## src/rtl/instr_inv_queue_if.sv

```systemverilog
// Invalidation-queue bus: store-commit side (in_*) and icache/BP side (out_*),
// plus the empty/count status used for fence.i draining.
//   slave  : the queue itself (accepts in_*, produces out_*, empty, count)
//   master : the surrounding core/testbench
interface instr_inv_queue_if #(
    parameter int DEPTH = 4
);
    localparam int CW = $clog2(DEPTH) + 1;

    logic          in_valid;
    logic [31:0]   in_addr;
    logic          in_ready;
    logic          out_valid;
    logic [31:0]   out_addr;
    logic          out_ack;
    logic          empty;
    logic [CW-1:0] count;

    modport slave (
        input  in_valid, in_addr, out_ack,
        output in_ready, out_valid, out_addr, empty, count
    );

    modport master (
        output in_valid, in_addr, out_ack,
        input  in_ready, out_valid, out_addr, empty, count
    );
endinterface

```

## src/rtl/instr_inv_queue.sv

```systemverilog
// Queue of committed-store line addresses awaiting icache/branch-predictor
// invalidation. Stores outside the icache range are dropped, and a store that
// hits the same line as the newest queued entry is merged into it.
// Ports:
//   clk  - core clock
//   rst  - synchronous, active-high reset; discards all entries
//   bus  - instr_inv_queue_if.slave
//          in_valid/in_addr/in_ready : store address handshake
//          out_valid/out_addr/out_ack: head line address to invalidate
//          empty                     : nothing pending (fence.i may complete)
//          count                     : occupancy 0..DEPTH
module instr_inv_queue #(
    parameter int          DEPTH  = 4,
    parameter logic [31:0] ADDR_L = 32'h8000_0000,
    parameter logic [31:0] ADDR_H = 32'h8FFF_FFFF,
    parameter int          LINE_W = 4
) (
    input  logic             clk,
    input  logic             rst,
    instr_inv_queue_if.slave bus
);
    localparam int          PW    = $clog2(DEPTH);
    localparam int          CW    = PW + 1;
    localparam int          OFF   = 2 + $clog2(LINE_W);
    localparam logic [31:0] LMASK = (32'd1 << OFF) - 32'd1;

    logic [31:0]   mem [DEPTH];
    logic [PW-1:0] rd_ptr;
    logic [PW-1:0] wr_ptr;
    logic [CW-1:0] cnt;
    logic [31:0]   last_line;

    logic [31:0] in_line;
    logic        in_range;
    logic        is_empty;
    logic        is_full;
    logic        pop;
    logic        coalesce;
    logic        push;

    assign in_line  = bus.in_addr & ~LMASK;
    assign in_range = (bus.in_addr >= ADDR_L) && (bus.in_addr <= ADDR_H);
    assign is_empty = (cnt == '0);
    assign is_full  = (cnt == CW'(DEPTH));
    assign pop      = !is_empty && bus.out_ack;

    // While the queue is non-empty the newest entry is by construction the
    // last one written, so last_line is only meaningful under !is_empty.
    // If that single entry is being popped this cycle, the new store must be
    // re-enqueued rather than merged into a line that is already leaving.
    assign coalesce = !is_empty && (in_line == last_line)
                      && !((cnt == CW'(1)) && bus.out_ack);
    assign push     = bus.in_valid && !is_full && in_range && !coalesce;

    assign bus.in_ready  = !is_full;
    assign bus.out_valid = !is_empty;
    assign bus.empty     = is_empty;
    assign bus.count     = cnt;
    assign bus.out_addr  = mem[rd_ptr];

    always_ff @(posedge clk) begin
        if (rst) begin
            rd_ptr    <= '0;
            wr_ptr    <= '0;
            cnt       <= '0;
            last_line <= '0;
            for (int i = 0; i < DEPTH; i++) begin
                mem[i] <= '0;
            end
        end else begin
            if (push) begin
                mem[wr_ptr] <= in_line;
                wr_ptr      <= wr_ptr + PW'(1);
                last_line   <= in_line;
            end
            if (pop) begin
                rd_ptr <= rd_ptr + PW'(1);
            end
            case ({push, pop})
                2'b10:   cnt <= cnt + CW'(1);
                2'b01:   cnt <= cnt - CW'(1);
                default: cnt <= cnt;
            endcase
        end
    end
endmodule
```

## src/flat_wrapper.sv

```systemverilog
// flat-port wrapper written by rule: the top's interface ports become plain ports
module instr_inv_queue_flat 
#(
    parameter int          DEPTH  = 4,
    parameter logic [31:0] ADDR_L = 32'h8000_0000,
    parameter logic [31:0] ADDR_H = 32'h8FFF_FFFF,
    parameter int          LINE_W = 4
)
  (clk, rst, bus_in_valid, bus_in_addr, bus_out_ack, bus_in_ready, bus_out_valid, bus_out_addr, bus_empty, bus_count);
  instr_inv_queue_if #(.DEPTH(DEPTH)) bus_i ();
  input  logic clk;
  input  logic rst;
  input wire logic [$bits(bus_i.in_valid)-1:0] bus_in_valid;
  input wire logic [$bits(bus_i.in_addr)-1:0] bus_in_addr;
  input wire logic [$bits(bus_i.out_ack)-1:0] bus_out_ack;
  output wire logic [$bits(bus_i.in_ready)-1:0] bus_in_ready;
  output wire logic [$bits(bus_i.out_valid)-1:0] bus_out_valid;
  output wire logic [$bits(bus_i.out_addr)-1:0] bus_out_addr;
  output wire logic [$bits(bus_i.empty)-1:0] bus_empty;
  output wire logic [$bits(bus_i.count)-1:0] bus_count;
  assign bus_i.in_valid = bus_in_valid;
  assign bus_i.in_addr = bus_in_addr;
  assign bus_i.out_ack = bus_out_ack;
  assign bus_in_ready = bus_i.in_ready;
  assign bus_out_valid = bus_i.out_valid;
  assign bus_out_addr = bus_i.out_addr;
  assign bus_empty = bus_i.empty;
  assign bus_count = bus_i.count;
  instr_inv_queue #(.DEPTH(DEPTH), .ADDR_L(ADDR_L), .ADDR_H(ADDR_H), .LINE_W(LINE_W)) u_core (.clk(clk), .rst(rst), .bus(bus_i));
endmodule
```

## config.mk

```make
export PLATFORM = sky130hd
export DESIGN_NAME = instr_inv_queue_flat
export DESIGN_NICKNAME = d
export VERILOG_FILES = /design/src/rtl/instr_inv_queue_if.sv /design/src/rtl/instr_inv_queue.sv /design/src/flat_wrapper.sv
export SDC_FILE = /design/constraint.sdc
export NUM_CORES = 1
export LEC_CHECK = 0
export BUFFER_PORTS_ARGS = -buffer_cell sky130_fd_sc_hd__buf_4
export CAP_MARGIN = 15
export CORE_MARGIN = 2
export CORE_UTILIZATION = 40
export CTS_CLUSTER_SIZE = 8
export DETAILED_ROUTE_END_ITERATION = 6
export SLEW_MARGIN = 20
export SYNTH_ARGS = -nofsm -noshare
export SYNTH_HDL_FRONTEND = slang
export SYNTH_SLANG_ARGS = --single-unit
```

## constraint.sdc

```tcl
create_clock -name clk -period 6.7 [get_ports clk]
set_input_delay 0.67 -clock clk [delete_from_list [all_inputs] [get_ports clk]]
set_output_delay 0.67 -clock clk [all_outputs]
set_load 0.01 [all_outputs]
```

==> impl_metrics.yaml, run 1 <==
outcome:
  status: "finished, final reports clean"
place:
  dp_hpwl_um: 9240
  dpl_worst_slack_ps: 3210
  port-buffer-count: 65
  gp_congestion: 0.728
min_path:
  min_path_type: "register to register"
synth:
  async_reset_ff_share_pct: 0
  synth_cell_types: 37
  synth_area_leaders: "edfxtp_1 (50%), dfxtp_1 (11%), mux4_2 (9.4%)"
  synth_top_cells_by_count: "edfxtp_1 (112), nand2_1 (51), nor4b_1 (49)"
  synth_warnings: 0
  netlist_instances: 481
  ys_ff_latch: 149
  synth.avg_cell_area_sq_um: 14.0
  synth-main-ff-cell: "edfxtp_1"
  yosys.area.top_type: "edfxtp_1"
  synth_area_sq_um: 6740
  yosysMostFrequentCell: "edfxtp_1"
  synth_top_area_share_pct: 49.9
  synth_edf_count: 112
  synth_seq_area_share_pct: 60.9
timing:
  fin_ws_ps: 3660
  finalHoldViolCount: 0
  finalSetupTns_ps: 0
  timing.fmax_ghz: 0.329
  whs_ps: 474
  rsz0062_at_grt: "no"
  setup_viol: 0
  period_share_pct: 45.4
  max_slew_margin_pct: 28.1
  finalCriticalPeriod_ps: 3040
  skew_ps: 13.8
  slew_viol_final: 0
  tightestPinTransition_ps: 1080
power_and_ir_drop:
  powerDensity_nw_per_um2: 304
  p_leak_uw: 0.00314
  pwr-share-clk_pct: 36.5
  pwr-share-comb_pct: 18.5
  p_int_uw: 1820
  switching_share_pct: 24.8
  p_sw_uw: 602
  vdd_drop_max_mv: 0.190
  seq_power_share_pct: 45.0
clock_tree:
  post_cts_buffers: 0
  insertion_delay_ps: 420
  cts.repair.resized: 0
  cts_buffers: 17
  postCtsHoldBufs: 0
  clock_sinks: 149
  clkSlewWorstSetupHoldPaths_ps: 60
  htreeDepth: 4
  root_buffer: "clkbuf_16"
  tritoncts: "yes"
  clock_path_buffers: 2
floorplan:
  core_sq_um: 16500
  dieArea_sq_um: 17900
  placementRows: 47
  initial_utilization_pct: 40.8
  pin_count: 74
  die_h_um: 134
  die_x_um: 134
worst_setup_path:
  worstSetupStartpointType: "register"
  arrival_ps: 3100
  crit_path_end_kind: "register"
  worstPathRequired_ps: 6760
  crit_path_max_incr_delay_ps: 430
  path_max_fanout: 47
  cp_common_cell: "buf_4"
  crit_chain: "inv_1 -> ha_1 -> nand2_1 -> and3_1 -> o21a_1 -> clkinv_4 -> buf_4 -> o31ai_4 -> buf_4"
  crit_slowest_cell: "buf_4"
  crit_type: "register to register"
global_routing:
  grt_usage_pct: 18.0
  antenna_found_initial: 0
  grt_max_degree: 63
  grt-ovfl-total: 0
  first_global_vias: 4299
  grt_pass1_wl_um: 23900
drt:
  wl_per_cell_um: 19.3
  vias: 4114
  vias_per_cell: 5.27
  detail-route-antenna-nets: 0
  finalWirelength_um: 15100
  drt-initial-drc-count: 266
  post-route-drc-count: 0
  firstDrtPassIters: 4
final_layout:
  syn2layout_area_growth_pct: 18.4
  drive_gt1_share_pct: 24.1
  antennaDiodeCount: 0
  final_nets: 588
  fill_cells: 1449
  multi_input_area_sq_um: 2440
  regArea_sq_um: 4110
run:
  drv_cap: 0
## stage by stage
stage	total power [uW]	std cells	instance area [sq um]	utilization (%)
after CTS	2450	780	7980	48.3
final	2430	780	7980	48.3
after detailed placement	1570	748	7440	45.0
after global routing	2520	780	7980	48.3
after floorplan	1370	496	6790	-
after global placement	1540	747	7410	44.9
## metal layers
metal | up-vias | global-route usage (%) | wire [um]
li1 | 1929 | - | -
met1 | 2055 | 23.1 | 6530
met2 | 113 | 29.2 | 7460
met3 | 17 | 4.72 | 818
met4 | 0 | 7.21 | 272
met5 | - | 0 | 0
## cell usage in the layout (no fill, tap or decap), types with 5 or more instances in the layout
| master | count |
|---|---|
| and3_1 | 28 |
| mux2i_1 | 25 |
| mux4_2 | 28 |
| dfxtp_1 | 35 |
| nor4_1 | 7 |
| edfxtp_1 | 112 |
| clkbuf_16 | 17 |
| clkbuf_1 | 8 |
| conb_1 | 16 |
| nor2_1 | 31 |
| nand2_1 | 51 |
| buf_4 | 76 |
| ha_1 | 5 |
| nor4b_1 | 49 |
| xor2_1 | 31 |
## cell families after synthesis
family	synth area share, %
buf+inv	4.10
compound gates	1.45
mux	13.2
fa+ha+maj	0.929
simple gates	15.2
xor+xnor	4.16
other cells	0.0557
flops	60.9
## path summary, 6_finish.rpt
path	start	to	slack (ps)	cells past startpoint
max	u_core.bus.count[0]	u_core.mem[0][24]	3660	9
min	u_core.last_line[6]	u_core.last_line[6]	470	2
max reg2reg	u_core.bus.count[0]	u_core.mem[0][24]	3660	9
min reg2reg	u_core.last_line[6]	u_core.last_line[6]	470	2
## registers in the layout, indices dropped and copies added, names as in the netlist, named ones only
register	flops
u_core.bus.count	3
u_core.last_line	28
u_core.rd_ptr	2
u_core.wr_ptr	2
u_core.mem	112
## power by group through the flow
stage	registers [uW]	logic (uW)	clock network, uW
5_1_grt	1100	485	937
3_3_place_gp	1130	412	0
3_5_place_dp	1110	457	0
2_1_floorplan	1070	296	0
6_report	1090	450	886
4_1_cts	1090	458	902
## final cells by class
class | instances | share of cell area (%)
clock buffers | 25 | 5.71
clock inverters | 7 | 1.03
inverters | 5 | 0.298
multi-input cells | 297 | 30.6
flip-flops and latches | 149 | 51.5
well taps | 220 | 3.45
repair buffers | 77 | 7.49
## worst max-delay path, delay by kind of cell, from the launching register on
kind,cells,cell delay (ps)
AOI/OAI and AO/OA,2,390
adders and majority gates,1,240
buffers and inverters,4,1260
DFF,1,420
and+or+nand+nor,2,340
No activity file was read; power rests on OpenSTA's default activity.
==> run 2, diff against run 1 <==
==> constraint.sdc (replaced) <==
create_clock -name clk -period 2.61 [get_ports clk]
set_input_delay 0.261 -clock clk [delete_from_list [all_inputs] [get_ports clk]]
set_output_delay 0.261 -clock clk [all_outputs]
set_load 0.01 [all_outputs]
==> run 2 against run 1 <==
Net effect:
- clock skew down 7.4 ps
- sequential share of layout area down 1.0 points
- sequential cell count unchanged
- routed wire length up 3.1%
- final cell count up 1.0%
- largest cell class unchanged
- total power rose to 2.7 times the previous value
- final area up 2.1%
- die area unchanged
- setup slack worse by 3500 ps
- count of clock-buffer cells in the layout down 3
- first-iteration DRC count up 14%
- highest routed layer unchanged
==> impl_metrics.yaml, run 2 (synthesized netlist as in run 1, its figures left out) <==
floorplan:
  die_x_um: 134
  die_h_um: 134
  placementRows: 47
  pin_count: 74
  dieArea_sq_um: 17900
  core_sq_um: 16500
  initial_utilization_pct: 40.8
worst_setup_path:
  path_max_fanout: 8
  crit_path_end_kind: "register"
  critPathTopFamily: "simple AND/OR/NAND/NOR gates"
  worst-r2r-cell-count: 8
  crit_type: "register to register"
  crit_slowest_cell: "nor4_1"
  worstPathRequired_ps: 2960
  critPathBufInv: 1
  crit_path_max_incr_delay_ps: 480
  worstSetupStartpointType: "register"
  crit_chain: "xor2_1 -> nor4_1 -> nand4_1 -> o21a_1 -> clkinv_4 -> ha_1 -> or3_1 -> a21oi_1"
  arrival_ps: 2760
  cp.depth: 8
final_layout:
  fill_cells: 1445
  final_cell_area_sq_um: 8150
  antennaDiodeCount: 0
  final_util_pct: 49.3
  largest_reg_flops: 112
  final_common_cell: "edfxtp_1"
  regArea_sq_um: 4110
  multi_input_area_sq_um: 2440
  layout_common_cells: "edfxtp_1 (112), buf_4 (79), nand2_1 (50), nor4b_1 (49), dfxtp_1 (34)"
  drive_gt1_share_pct: 26.8
  final_nets: 596
  syn2layout_area_growth_pct: 21.0
  top_register: "u_core.mem"
  instances_no_fill: 788
global_routing:
  use_met2_pct: 30.5
  grt_max_degree: 37
  grt_pass1_wl_um: 24600
  grt_usage_pct: 18.3
  grt.busiest_layer: "met2"
  use_met3_pct: 3.85
  antenna_found_initial: 0
  grt-ovfl-total: 0
  first_global_vias: 4338
  use_met1_pct: 23.7
timing:
  setup_viol: 0
  skew_ps: 6.41
  period_share_pct: 92.3
  tightestPinTransition_ps: 597
  finalHoldViolCount: 0
  timing.fmax_ghz: 0.415
  finalCriticalPeriod_ps: 2410
  max_slew_margin_pct: 60.2
  slew_viol_final: 0
  rsz0062_at_grt: "no"
  finalSetupTns_ps: 0
power_and_ir_drop:
  vdd_drop_max_mv: 0.499
  powerDensity_nw_per_um2: 792
  p_leak_uw: 0.00322
drt:
  finalWirelength_um: 15600
  vias_per_cell: 5.33
  wl_per_cell_um: 19.7
  drt-initial-drc-count: 304
  vias: 4197
  firstDrtPassIters: 4
  detail-route-antenna-nets: 0
  post-route-drc-count: 0
clock_tree:
  post_cts_buffers: 0
  clock_path_buffers: 2
  htreeDepth: 4
  cts.repair.resized: 0
  insertion_delay_ps: 420
  tritoncts: "yes"
  root_buffer: "clkbuf_16"
  clock_sinks: 149
  clkSlewWorstSetupHoldPaths_ps: 60
  postCtsHoldBufs: 0
  cts_buffers: 17
place:
  placed_cell_area_sq_um: 7550
  gp_congestion: 0.739
  dpl.cell_count: 755
  port-buffer-count: 65
  dp_hpwl_um: 9620
outcome:
  status: "finished, final reports clean"
run:
  drv_cap: 0
min_path:
  min_path_type: "primary input to register"
  hold_depth: 3
[run 2: through the flow]
step	total power (uW)	worst slack (ps)	hold slack (ps)
final	6460	200	149
after global routing	6710	82.8	144
after CTS	6510	281	136
after detailed placement	4050	230	468
after global placement	4030	218	457
after floorplan	3520	-69.0	424
[run 2: area by class of cell]
class                           instances  share of cell area, %
Inverter                                5                  0.292
Timing Repair Buffer                   85                   8.64
Multi-Input combinational cell        297                   30.0
Sequential cell                       149                   50.4
Clock buffer                           22                   5.69
Clock inverter                         10                   1.60
Tap cell                              220                   3.38
[run 2: where the power goes]
group	total (uW)	switching (uW)	internal, uW
registers	2760	97.1	2660
logic	1230	587	642
clock network	2470	924	1550
[run 2: worst paths after layout]
kind,startpoint,end,slack (ps)
setup reg to reg,u_core.last_line[23],u_core.bus.count[2],200
hold / removal,bus_in_addr[5],u_core.last_line[5],150
hold reg to reg,u_core.last_line[5],u_core.last_line[5],470
setup / recovery,u_core.last_line[23],u_core.bus.count[2],200
[run 2: worst reg2reg max path: cells and delay by family, from the launching register on]
kind            cells  cell delay (ps)
simple gates        3             1040
compound gates      2              390
flops               1              320
fa+ha+maj           1              290
xor+xnor            1              180
buf+inv             1              110
[run 2: metal layers]
metal / routed length (um) / part of all wire [%] / vias to the layer above
met3: 803 / 5.2 / 17
li1: - / - / 1941
met2: 7950 / 51 / 130
met1: 6560 / 42 / 2109
met4: 236 / 1.5 / 0
met5: 0 / 0 / -
==> run 3, diff against run 2 <==
--- a/config.mk
+++ b/config.mk
@@ -11,7 +11,8 @@
 export CORE_UTILIZATION = 40
 export CTS_CLUSTER_SIZE = 8
 export DETAILED_ROUTE_END_ITERATION = 6
-export SLEW_MARGIN = 20
+export REMOVE_ABC_BUFFERS = 1
+export SLEW_MARGIN = 30
 export SYNTH_ARGS = -nofsm -noshare
 export SYNTH_HDL_FRONTEND = slang
 export SYNTH_SLANG_ARGS = --single-unit
==> run 3 against run 2 <==
Net effect:
- register-to-register slack better by 70 ps
- via count increased by 1.4%
- total power grew 0.81%
- setup slack improved by 65 ps
- sequential power about the same
- largest power group unchanged
- first-iteration DRC count fell by 13%
- global-route usage down 0.082 points
- final cell count rose by 0.89%
- clock power hardly changed
- critical path depth increased by 1
==> impl_metrics.yaml, run 3 (synthesized netlist as in run 1, its figures left out) <==
timing:
  skew_ps: 11.4
  finalCriticalPeriod_ps: 2340
  finalHoldViolCount: 0
  setup_viol: 0
  tightestPinTransition_ps: 604
  slew_viol_final: 0
  timing.fmax_ghz: 0.427
  period_share_pct: 89.8
  finalSetupTns_ps: 0
  max_slew_margin_pct: 59.6
  fin_ws_ps: 265
  rsz0062_at_grt: "no"
global_routing:
  grt_max_degree: 50
  first_global_vias: 4374
  grt_pass1_wl_um: 24200
  antenna_found_initial: 0
  grt_usage_pct: 18.2
  grt-ovfl-total: 0
final_layout:
  largest_reg_flops: 112
  syn2layout_area_growth_pct: 22.0
  layout_common_cells: "edfxtp_1 (112), buf_4 (86), nand2_1 (51), nor4b_1 (49), dfxtp_1 (36)"
  final_util_pct: 49.7
  antennaDiodeCount: 0
  final_common_cell: "edfxtp_1"
  fill_cells: 1412
  drive_gt1_share_pct: 27.7
  final_nets: 603
  top_register: "u_core.mem"
run:
  drv_cap: 0
worst_setup_path:
  worstPathRequired_ps: 2690
  path_max_fanout: 28
  critPathBufInv: 4
  crit_path_max_incr_delay_ps: 350
  crit_slowest_cell: "buf_4"
  crit_chain: "inv_1 -> ha_1 -> a21oi_1 -> o2111ai_1 -> o21a_1 -> clkinv_4 -> buf_12 -> o21ai_2 -> buf_4"
  worstSetupStartpointType: "register"
  crit_type: "register to register"
  crit_path_end_kind: "register"
  critPathTopFamily: "buffers and inverters"
  arrival_ps: 2430
floorplan:
  die_x_um: 134
  core_sq_um: 16500
  initial_utilization_pct: 40.8
  placementRows: 47
  dieArea_sq_um: 17900
  pin_count: 74
  die_h_um: 134
drt:
  firstDrtPassIters: 6
  vias_per_cell: 5.35
  vias: 4254
  finalWirelength_um: 15500
  wl_per_cell_um: 19.5
  detail-route-antenna-nets: 0
  post-route-drc-count: 0
  drt-initial-drc-count: 266
clock_tree:
  clock_path_buffers: 2
  postCtsHoldBufs: 0
  cts_buffers: 17
  clkSlewWorstSetupHoldPaths_ps: 60
  insertion_delay_ps: 420
  root_buffer: "clkbuf_16"
  clock_sinks: 149
  tritoncts: "yes"
  htreeDepth: 4
power_and_ir_drop:
  p_leak_uw: 0.00326
  vdd_drop_max_mv: 0.496
  powerDensity_nw_per_um2: 792
place:
  gp_congestion: 0.805
  dpl_worst_slack_ps: 31.5
  port-buffer-count: 65
  dp_hpwl_um: 9540
min_path:
  min_path_type: "primary input to register"
outcome:
  status: "finished, final reports clean"
run 3: worst min-delay path, stage by stage:
cell and delay [ps]:
buf_4 130, nand2_1 70, mux2i_1 60
run 3: final cells by class:
class	instances	area, sq um	area share, %
flip-flops and latches	149	4110	50.0
repair buffers	92	766	9.32
clock buffers	19	453	5.51
multi-input cells	297	2440	29.7
clock inverters	13	156	1.90
well taps	220	275	3.35
inverters	5	23.8	0.289
run 3: repair_timing:
action	in CTS	in global routing
setup buffers	0	3
endpoints found under the setup margin	0	17
resized for setup	0	0
run 3: through the flow:
stage          hold slack (ps)  cell area (sq um)  std cells  power (uW)
3_5_place_dp               466               7590        760        4080
4_1_cts                    132               8200        792        6570
2_1_floorplan              330               6540        451        3470
5_1_grt                    155               8220        795        6740
3_3_place_gp               456               7590        760        4050
6_report                   145               8220        795        6510
run 3: worst paths after layout:
| check | start | to | slack, ps | cells after the start |
|---|---|---|---|---|
| worst min-delay path | bus_in_addr[19] | u_core.last_line[19] | 140 | 3 |
| worst max register to register | u_core.bus.count[1] | u_core.mem[1][22] | 270 | 9 |
| worst min register to register | u_core.last_line[25] | u_core.last_line[25] | 470 | 2 |
| worst max-delay path | u_core.bus.count[1] | u_core.mem[1][22] | 270 | 9 |
run 3: routing by layer:
metal	GRT usage (%)	wire, um
met1	23.6	6640
met5	0	0
met4	6.21	269
met2	30.7	7810
met3	3.78	761
run 3: power by group:
group          switching [uW]  internal [uW]  total [uW]
Sequential               86.6           2660        2740
Clock                     949           1550        2500
Combinational             610            663        1270
Total                    1650           4870        6510
